File: src/rtl/cmp_pkg.sv
// cmp_pkg
// Shared types and constants for the comparator decision sampler.
//   cmp_state_e  : FSM state encoding (IDLE, ARM, FLUSH, WAIT, DONE)
//   DEF_*        : default parameter values for the sampler
//   cmp_result_t : burst totals {ones, timeouts} at the default counter width
//   max3()       : elaboration-time helper for sizing the phase timer
package cmp_pkg;

    typedef enum logic [2:0] {
        ST_IDLE  = 3'd0,
        ST_ARM   = 3'd1,
        ST_FLUSH = 3'd2,
        ST_WAIT  = 3'd3,
        ST_DONE  = 3'd4
    } cmp_state_e;

    localparam int DEF_SYNC_STAGES = 2;
    localparam int DEF_CNT_W       = 8;
    localparam int DEF_RST_CYC     = 2;
    localparam int DEF_TIMEOUT     = 15;

    typedef struct packed {
        logic [DEF_CNT_W-1:0] ones;
        logic [DEF_CNT_W-1:0] timeouts;
    } cmp_result_t;

    function automatic int max3(input int a, input int b, input int c);
        int m;
        m = (a > b) ? a : b;
        return (m > c) ? m : c;
    endfunction

endpackage

File: src/rtl/cmp_sync.sv
// cmp_sync
// N-stage flop synchroniser bringing an asynchronous level into the clk domain.
// Ports:
//   clk   : destination clock
//   rst_n : asynchronous active-low reset, clears the whole chain
//   d_i   : asynchronous input
//   q_o   : synchronised output (last stage of the chain)
module cmp_sync #(
    parameter int STAGES = 2
) (
    input  logic clk,
    input  logic rst_n,
    input  logic d_i,
    output logic q_o
);

    logic [STAGES-1:0] chain_q;

    always_ff @(posedge clk or negedge rst_n) begin
        if (!rst_n) begin
            chain_q <= '0;
        end else begin
            chain_q <= {chain_q[STAGES-2:0], d_i};
        end
    end

    assign q_o = chain_q[STAGES-1];

endmodule

File: src/rtl/cmp_decision_sampler.sv
// cmp_decision_sampler
// Arms the differential comparator, synchronises its outputs and counts the
// resolved ones and the timeouts over a burst of n_samples decisions, then
// presents the totals with a valid/ready handshake.
// Ports:
//   clk, rst_n            : clock, asynchronous active-low reset
//   start, n_samples      : burst request and length (accepted in IDLE only)
//   busy                  : burst in progress
//   cmp_pn/cmp_nn/cmp_xor : raw asynchronous comparator outputs
//   cmp_rst               : comparator equalise/arm strobe
//   res_valid, res_ready  : result handshake
//   res_ones, res_timeouts: burst totals
//
// state | meaning
// ------+--------------------------------------------------------------
// IDLE  | waiting for start with a non-zero burst length
// ARM   | cmp_rst high for RST_CYC cycles
// FLUSH | cmp_rst low, SYNC_STAGES cycles to clear stale synchroniser data
// WAIT  | up to TIMEOUT cycles for a resolved decision
// DONE  | totals valid, waiting for res_ready
module cmp_decision_sampler
    import cmp_pkg::*;
#(
    parameter int SYNC_STAGES = DEF_SYNC_STAGES,
    parameter int CNT_W       = DEF_CNT_W,
    parameter int RST_CYC     = DEF_RST_CYC,
    parameter int TIMEOUT     = DEF_TIMEOUT
) (
    input  logic             clk,
    input  logic             rst_n,
    input  logic             start,
    input  logic [CNT_W-1:0] n_samples,
    output logic             busy,
    input  logic             cmp_pn,
    input  logic             cmp_nn,
    input  logic             cmp_xor,
    output logic             cmp_rst,
    output logic             res_valid,
    input  logic             res_ready,
    output logic [CNT_W-1:0] res_ones,
    output logic [CNT_W-1:0] res_timeouts
);

    // One down-counting phase timer serves ARM, FLUSH and WAIT; it is loaded
    // with (length - 1) and each phase ends on its terminal count of zero.
    localparam int PH_MAX = max3(RST_CYC, SYNC_STAGES, TIMEOUT) - 1;
    localparam int PH_W   = (PH_MAX > 0) ? $clog2(PH_MAX + 1) : 1;

    localparam logic [PH_W-1:0] PH_ARM   = PH_W'(RST_CYC - 1);
    localparam logic [PH_W-1:0] PH_FLUSH = PH_W'(SYNC_STAGES - 1);
    localparam logic [PH_W-1:0] PH_WAIT  = PH_W'(TIMEOUT - 1);

    cmp_state_e       state_q, state_d;
    logic [PH_W-1:0]  phase_q, phase_d;
    logic [CNT_W-1:0] remain_q, remain_d;
    logic [CNT_W-1:0] ones_q, ones_d;
    logic [CNT_W-1:0] touts_q, touts_d;

    logic s_pn, s_nn, s_xor;
    logic start_acc;
    logic resolved;
    logic phase_tc;
    logic sample_end;
    logic last_sample;
    logic one_bit;

    cmp_sync #(.STAGES(SYNC_STAGES)) u_sync_pn (
        .clk   (clk),
        .rst_n (rst_n),
        .d_i   (cmp_pn),
        .q_o   (s_pn)
    );

    cmp_sync #(.STAGES(SYNC_STAGES)) u_sync_nn (
        .clk   (clk),
        .rst_n (rst_n),
        .d_i   (cmp_nn),
        .q_o   (s_nn)
    );

    cmp_sync #(.STAGES(SYNC_STAGES)) u_sync_xor (
        .clk   (clk),
        .rst_n (rst_n),
        .d_i   (cmp_xor),
        .q_o   (s_xor)
    );

    assign start_acc   = (state_q == ST_IDLE) && start && (n_samples != '0);
    // xor high while pn == nn is synchroniser skew between the chains, not a decision.
    assign resolved    = s_xor && (s_pn != s_nn);
    assign phase_tc    = (phase_q == '0);
    assign sample_end  = (state_q == ST_WAIT) && (resolved || phase_tc);
    assign last_sample = (remain_q == CNT_W'(1));
    // outp = 1 is signalled by outpn low.
    assign one_bit     = ~s_pn;

    always_ff @(posedge clk or negedge rst_n) begin
        if (!rst_n) begin
            state_q <= ST_IDLE;
        end else begin
            state_q <= state_d;
        end
    end

    always_comb begin
        state_d = state_q;
        case (state_q)
            ST_IDLE:  if (start_acc) state_d = ST_ARM;
            ST_ARM:   if (phase_tc) state_d = ST_FLUSH;
            ST_FLUSH: if (phase_tc) state_d = ST_WAIT;
            ST_WAIT:  if (sample_end) state_d = last_sample ? ST_DONE : ST_ARM;
            ST_DONE:  if (res_ready) state_d = ST_IDLE;
            default:  state_d = ST_IDLE;
        endcase
    end

    always_comb begin
        busy         = (state_q == ST_ARM) || (state_q == ST_FLUSH) || (state_q == ST_WAIT);
        cmp_rst      = (state_q == ST_ARM);
        res_valid    = (state_q == ST_DONE);
        res_ones     = ones_q;
        res_timeouts = touts_q;
    end

    always_comb begin
        phase_d  = phase_q;
        remain_d = remain_q;
        ones_d   = ones_q;
        touts_d  = touts_q;
        case (state_q)
            ST_IDLE: begin
                if (start_acc) begin
                    phase_d  = PH_ARM;
                    remain_d = n_samples;
                    ones_d   = '0;
                    touts_d  = '0;
                end
            end
            ST_ARM: begin
                phase_d = phase_tc ? PH_FLUSH : phase_q - PH_W'(1);
            end
            ST_FLUSH: begin
                phase_d = phase_tc ? PH_WAIT : phase_q - PH_W'(1);
            end
            ST_WAIT: begin
                if (sample_end) begin
                    // Resolution wins over timeout on the final WAIT cycle.
                    if (resolved) begin
                        ones_d = ones_q + {{(CNT_W-1){1'b0}}, one_bit};
                    end else begin
                        touts_d = touts_q + CNT_W'(1);
                    end
                    remain_d = remain_q - CNT_W'(1);
                    phase_d  = PH_ARM;
                end else begin
                    phase_d = phase_q - PH_W'(1);
                end
            end
            default: ;
        endcase
    end

    always_ff @(posedge clk or negedge rst_n) begin
        if (!rst_n) begin
            phase_q  <= '0;
            remain_q <= '0;
            ones_q   <= '0;
            touts_q  <= '0;
        end else begin
            phase_q  <= phase_d;
            remain_q <= remain_d;
            ones_q   <= ones_d;
            touts_q  <= touts_d;
        end
    end

endmodule
File: config.mk
export PLATFORM = sky130hd
export DESIGN_NAME = cmp_decision_sampler
export DESIGN_NICKNAME = d
export VERILOG_FILES = /design/src/rtl/cmp_pkg.sv /design/src/rtl/cmp_sync.sv /design/src/rtl/cmp_decision_sampler.sv
export SDC_FILE = /design/constraint.sdc
export NUM_CORES = 1
export LEC_CHECK = 0
export CAP_MARGIN = 20
export CORE_ASPECT_RATIO = 0.6
export CORE_MARGIN = 5
export CORE_UTILIZATION = 30
export CTS_CLUSTER_DIAMETER = 100
export DETAILED_ROUTE_END_ITERATION = 7
export PLACE_DENSITY = 0.61
export RECOVER_POWER = 25
export SYNTH_ARGS = -nofsm -noshare
export SYNTH_HDL_FRONTEND = slang
export SYNTH_SLANG_ARGS = --single-unit
export TNS_END_PERCENT = 5
File: constraint.sdc
create_clock -name clk -period 4.03 [get_ports clk]
set_input_delay 0.806 -clock clk [delete_from_list [all_inputs] [get_ports clk]]
set_output_delay 0.806 -clock clk [all_outputs]
set_load 0.02 [all_outputs]
# After elaboration in Yosys (flattened, before gate mapping)
# Cells that the tools add are included.
# Widths: inputs -> output; s select.
# totals
ff_bits	37
input_bits	15
elab_cells	65
# classes
n_addsub	4
eq_ne	13
muxes	22
bitwise	1
reduce_logical	17
# ops
op	count
$mux 8	7
$pmux 8 s2	3
$mux 3	6
$mux 4	4
$pmux 4 s4	1
$pmux 3 s5	1
$ne 2x2->1 const B	5
$add 8x1->8	1
$add 8x1->8 const B	1
$eq 8x1->1 const B	1
$reduce_and 4->1	2
$reduce_bool 8->1	1
$sub 8x1->8 const B	1
$eq 3x2->1 const B	2
$reduce_and 5->1	1
$logic_and 1x1->1	4
$logic_not 4->1	1
$ne 2x1->1 const B	2
$reduce_bool 4->1	1
$sub 4x1->4 const B	1
$eq 3x1->1 const B	1
$eq 3x3->1 const B	1
$logic_not 3->1	1
$logic_or 1x1->1	3
other kinds (5)	5

# Logic depth before layout (Yosys ltp)
# logic_depth
depth_word	6
ltp_mapped	8

# Modules after synthesis
# Synthesis repeated with hierarchy kept, for this count alone.
# hier_totals
cells_unflattened	225
area_unflattened_um2	2145.8
# by_module_without_submodules
module	n_inst	cells_each	area_per_inst_um2	seq_area_each_um2
cmp_decision_sampler	1	219	1995.7	775.7
cmp_sync	3	2	50.0	50.0

# Worst setup path before layout
# Ideal clock, no wire load.
# synth_timing
kind	in2reg
start	in n_samples[6]
end	reg remain_q[1]
setup_time_ns	0.128
arrival_time_ns	1.912
required_ns	3.902
setup_slack_ns	1.990
stages	4
n_path_buf	0
path_cell_list	nor4_2 a21boi_4 nor3_2 mux2_1
# synth_via
elab_chain_len	4
# synth_rtl
element	line	rtl
start: declaration	cmp_decision_sampler.sv:32	input logic [CNT_W-1:0] n_samples,
$reduce_bool 8->1	cmp_decision_sampler.sv:88	assign start_acc = (state_q == ST_IDLE) && start && (n_samples != '0);
$logic_and 1x1->1	cmp_decision_sampler.sv:88	
$ne 2x2->1 (no source line)	--	
$reduce_and 3->1 (no source line)	--	
end signal: assignment	cmp_decision_sampler.sv:171	remain_q <= remain_d;
end: declaration	cmp_decision_sampler.sv:55	logic [CNT_W-1:0] remain_q, remain_d;
# Every way passes these cells.
# A chain may end at the register's enable or synchronous reset.

# Worst setup path after layout
# layout_timing
start	in n_samples[2]
end	reg remain_q[1]
# Same word-level chain as after synthesis.

==> out/summary.txt <==
peak supply drop - 0.220 mV
ANT cells - 0
Worst R2R Path Depth - 5
Post-Layout Cell Count - 329
post_cts resized - 0
top_reg_cell synth - dfrtp_1
count of pins over their slew limit - 38
Mapped Area - 0.00207 mm2
R2R Setup Slk - 1.77 ns
# IOs - 34
routed len/inst - 14.5 um
worst hold start - u_sync_pn.chain_q[0]
fill count - 673
chip width - 117 um
GRT overflow - 0
worst-path cell with the longest stage delay - nor3_2
via count - 1648
Layout Skew - 0.00602 ns
share of layout cells above drive strength 1 - 9.92%
Synth-to-Final Area Change - 27.4%
failing checks - max-capacitance violations, max-slew violations
post-route ant nets - 0
register area - 926 um2
Seq/Total Area, Yosys - 44.8%
#FFs+latches synth - 37
drt via density - 5.01
setup TNS - 0 ns
area leader, netlist - dfrtp_1
RSZ-0062 raised after global routing - false
H-tree levels - 2
top post-synthesis cells by area - dfrtp_1 (45%), xor2_1 (4.7%), ha_1 (4.2%)
CTS Buffer Depth - 2
DR iter-0 viols - 110
largest net degree at the start of global routing - 38
initial core utilization - 30.9%
top-count cell post-synth - dfrtp_1
Tmin final - 2.80 ns
postcts setup bufs - 0
Hold EP - u_sync_pn.chain_q[1]
Crit path largest cell delay - 0.67 ns
max_cap viols - 1
first-pass GRT wire length - 8090 um
Multi-input gate area - 0.00105 mm2
clk slew on worst S/H paths - 0.05 ns
vias in the first global route - 1626
num rows - 23
DP Cell Count - 321
leakage power - 1.09 nW
initial antenna violation count - 0
Setup crit end kind - register
Final Hold Vio Count - 0
library cells used by synthesis - 51
core box area - 0.00668 mm2
TritonCTS Sinks - 37
pwr/cell area - 653 mW/mm2
YS warnings - 0
final period utilization - 69.4%
Crit Reg-Reg Endpoint - remain_q[0]
drt pass-1 iters - 4
cells after synthesis - 207
crit path kind - input pin to register
dpl hpwl - 3490 um
hold-critical path depth - 0
clk_lat worst skew - 0.28 ns
Post-synth EDFFs - 0
fin util - 39.4%
crit-path max FO - 17
Synth top area share - 44.8%
Die ar. - 0.00870 mm2
Max Freq - 358 MHz
status - complete, but fails checks
DIE HEIGHT - 74.3 um
Hold Path Class - register to register
CTS tree - done
Final Wtd Congestion - 0.852
Critical Path AT - 2.95 ns
CP Launch Type - input pin
WP data required - 4.19 ns
Slew @ Worst Pin - 2.01 ns
R2R Path Start - state_q[0]
Max-slew headroom - -34.0%
Commonest cells post-synth - dfrtp_1 (37), nor2_1 (23), nand2_1 (14), inv_1 (11), xor2_1 (11)
ordered list of cells on the worst path - clkdlybuf4s50_1 > nor4_2 > a21boi_4 > nor3_2 > mux2_1
CTS Buf Count - 5
syn nets - 229
Design Power - 1.72 mW
PortBufs - 33
ys async rst share - 100%
nets - 263
Post-route DRC - 0
Total GRT Usage - 12.2%
final-report setup violation count - 0
Clock Tree Root - clkbuf_16
final wirelength - 4760 um
Mean Syn Cell Area - 9.98 um2
CTS Hold Bufs - 0
==> area by class of cell <==
cell class,instances,area share [%]
Clock buffer,7,5.42
Multi-Input combinational cell,152,39.9
Clock inverter,1,1.14
Inverter,11,1.57
Tap cell,87,4.13
Sequential cell,37,35.2
Timing Repair Buffer,34,12.7
==> critical path: cells and delay by family <==
kind | cells | cell delay [ns]
simple gates | 2 | 1.11
compound gates | 1 | 0.23
buf+inv | 1 | 0.43
mux | 1 | 0.38
==> flip-flops by register name, summed over array words and instances (netlist names) <==
| name | count |
|---|---|
| u_sync_nn.chain_q | 2 |
| u_sync_pn.chain_q | 2 |
| state_q | 3 |
| res_ones | 8 |
| u_sync_xor.chain_q | 2 |
| res_timeouts | 8 |
| remain_q | 8 |
| phase_q | 4 |
==> worst max-delay path by stage <==
| stage | endpoint | start | slack [ns] |
|---|---|---|---|
| 2_1_floorplan | remain_q[1] | n_samples[6] | 1.99 |
| 3_3_place_gp | remain_q[1] | n_samples[6] | 0.98 |
| 3_5_place_dp | remain_q[1] | n_samples[2] | 0.92 |
| 4_1_cts | remain_q[1] | n_samples[2] | 1.22 |
| 5_1_grt | phase_q[2] | rst_n | 0.75 |
| 6_report | remain_q[1] | n_samples[2] | 1.23 |
==> per-stage QoR <==
stage	hold WS [ns]	setup WS (ns)	area [um2]
finish	0.345	1.23	2630
global route	0.352	0.746	2630
CTS	0.347	1.22	2640
detailed placement	0.335	0.921	2460
global placement	0.334	0.977	2460
floorplan	0.331	1.99	2070
==> layout by cell type (no fill, tap or decap), types with 2 or more instances in the layout <==
master and n:
nor2_2 2, a31oi_1 2, a22o_1 3, xor2_1 11
o21ai_1 10, dlygate4sd3_1 4, nor4_2 3, nor2_1 23
nand2_1 14, inv_1 11, nand3_1 9, nor4_1 2
nor3_1 5, nand2b_1 2, clkbuf_16 5, o21ai_0 8
xnor2_1 3, clkbuf_1 2, ha_1 7, a21oi_1 10
a22oi_1 2, dfrtp_1 37, nor3b_1 3, clkdlybuf4s50_1 29
nand4_1 6, and3_1 2
==> metal layers <==
layer | wire length, um | track usage, % | vias to the layer above
met1 | 2400 | 17.6 | 782
met5 | 0 | 0 | -
li1 | - | - | 809
met2 | 1980 | 16.6 | 52
met3 | 343 | 5.28 | 5
met4 | 35 | 3.05 | 0
==> where the power goes <==
group / internal, mW / switching [mW]
clock: 0.309 / 0.144
sequential: 0.471 / 0.136
combinational: 0.294 / 0.363
total: 1.07 / 0.643
==> logic make-up after synthesis <==
family / synth area share (%)
AO/OA/AOI/OAI: 16.8
XOR/XNOR: 5.94
adder cells (fa/ha/maj): 4.24
multiplexers: 1.09
buffers and inverters: 4.36
flip-flops: 44.8
AND/OR/NAND/NOR: 22.7
Note: power is estimated with default switching activity, not from simulation.
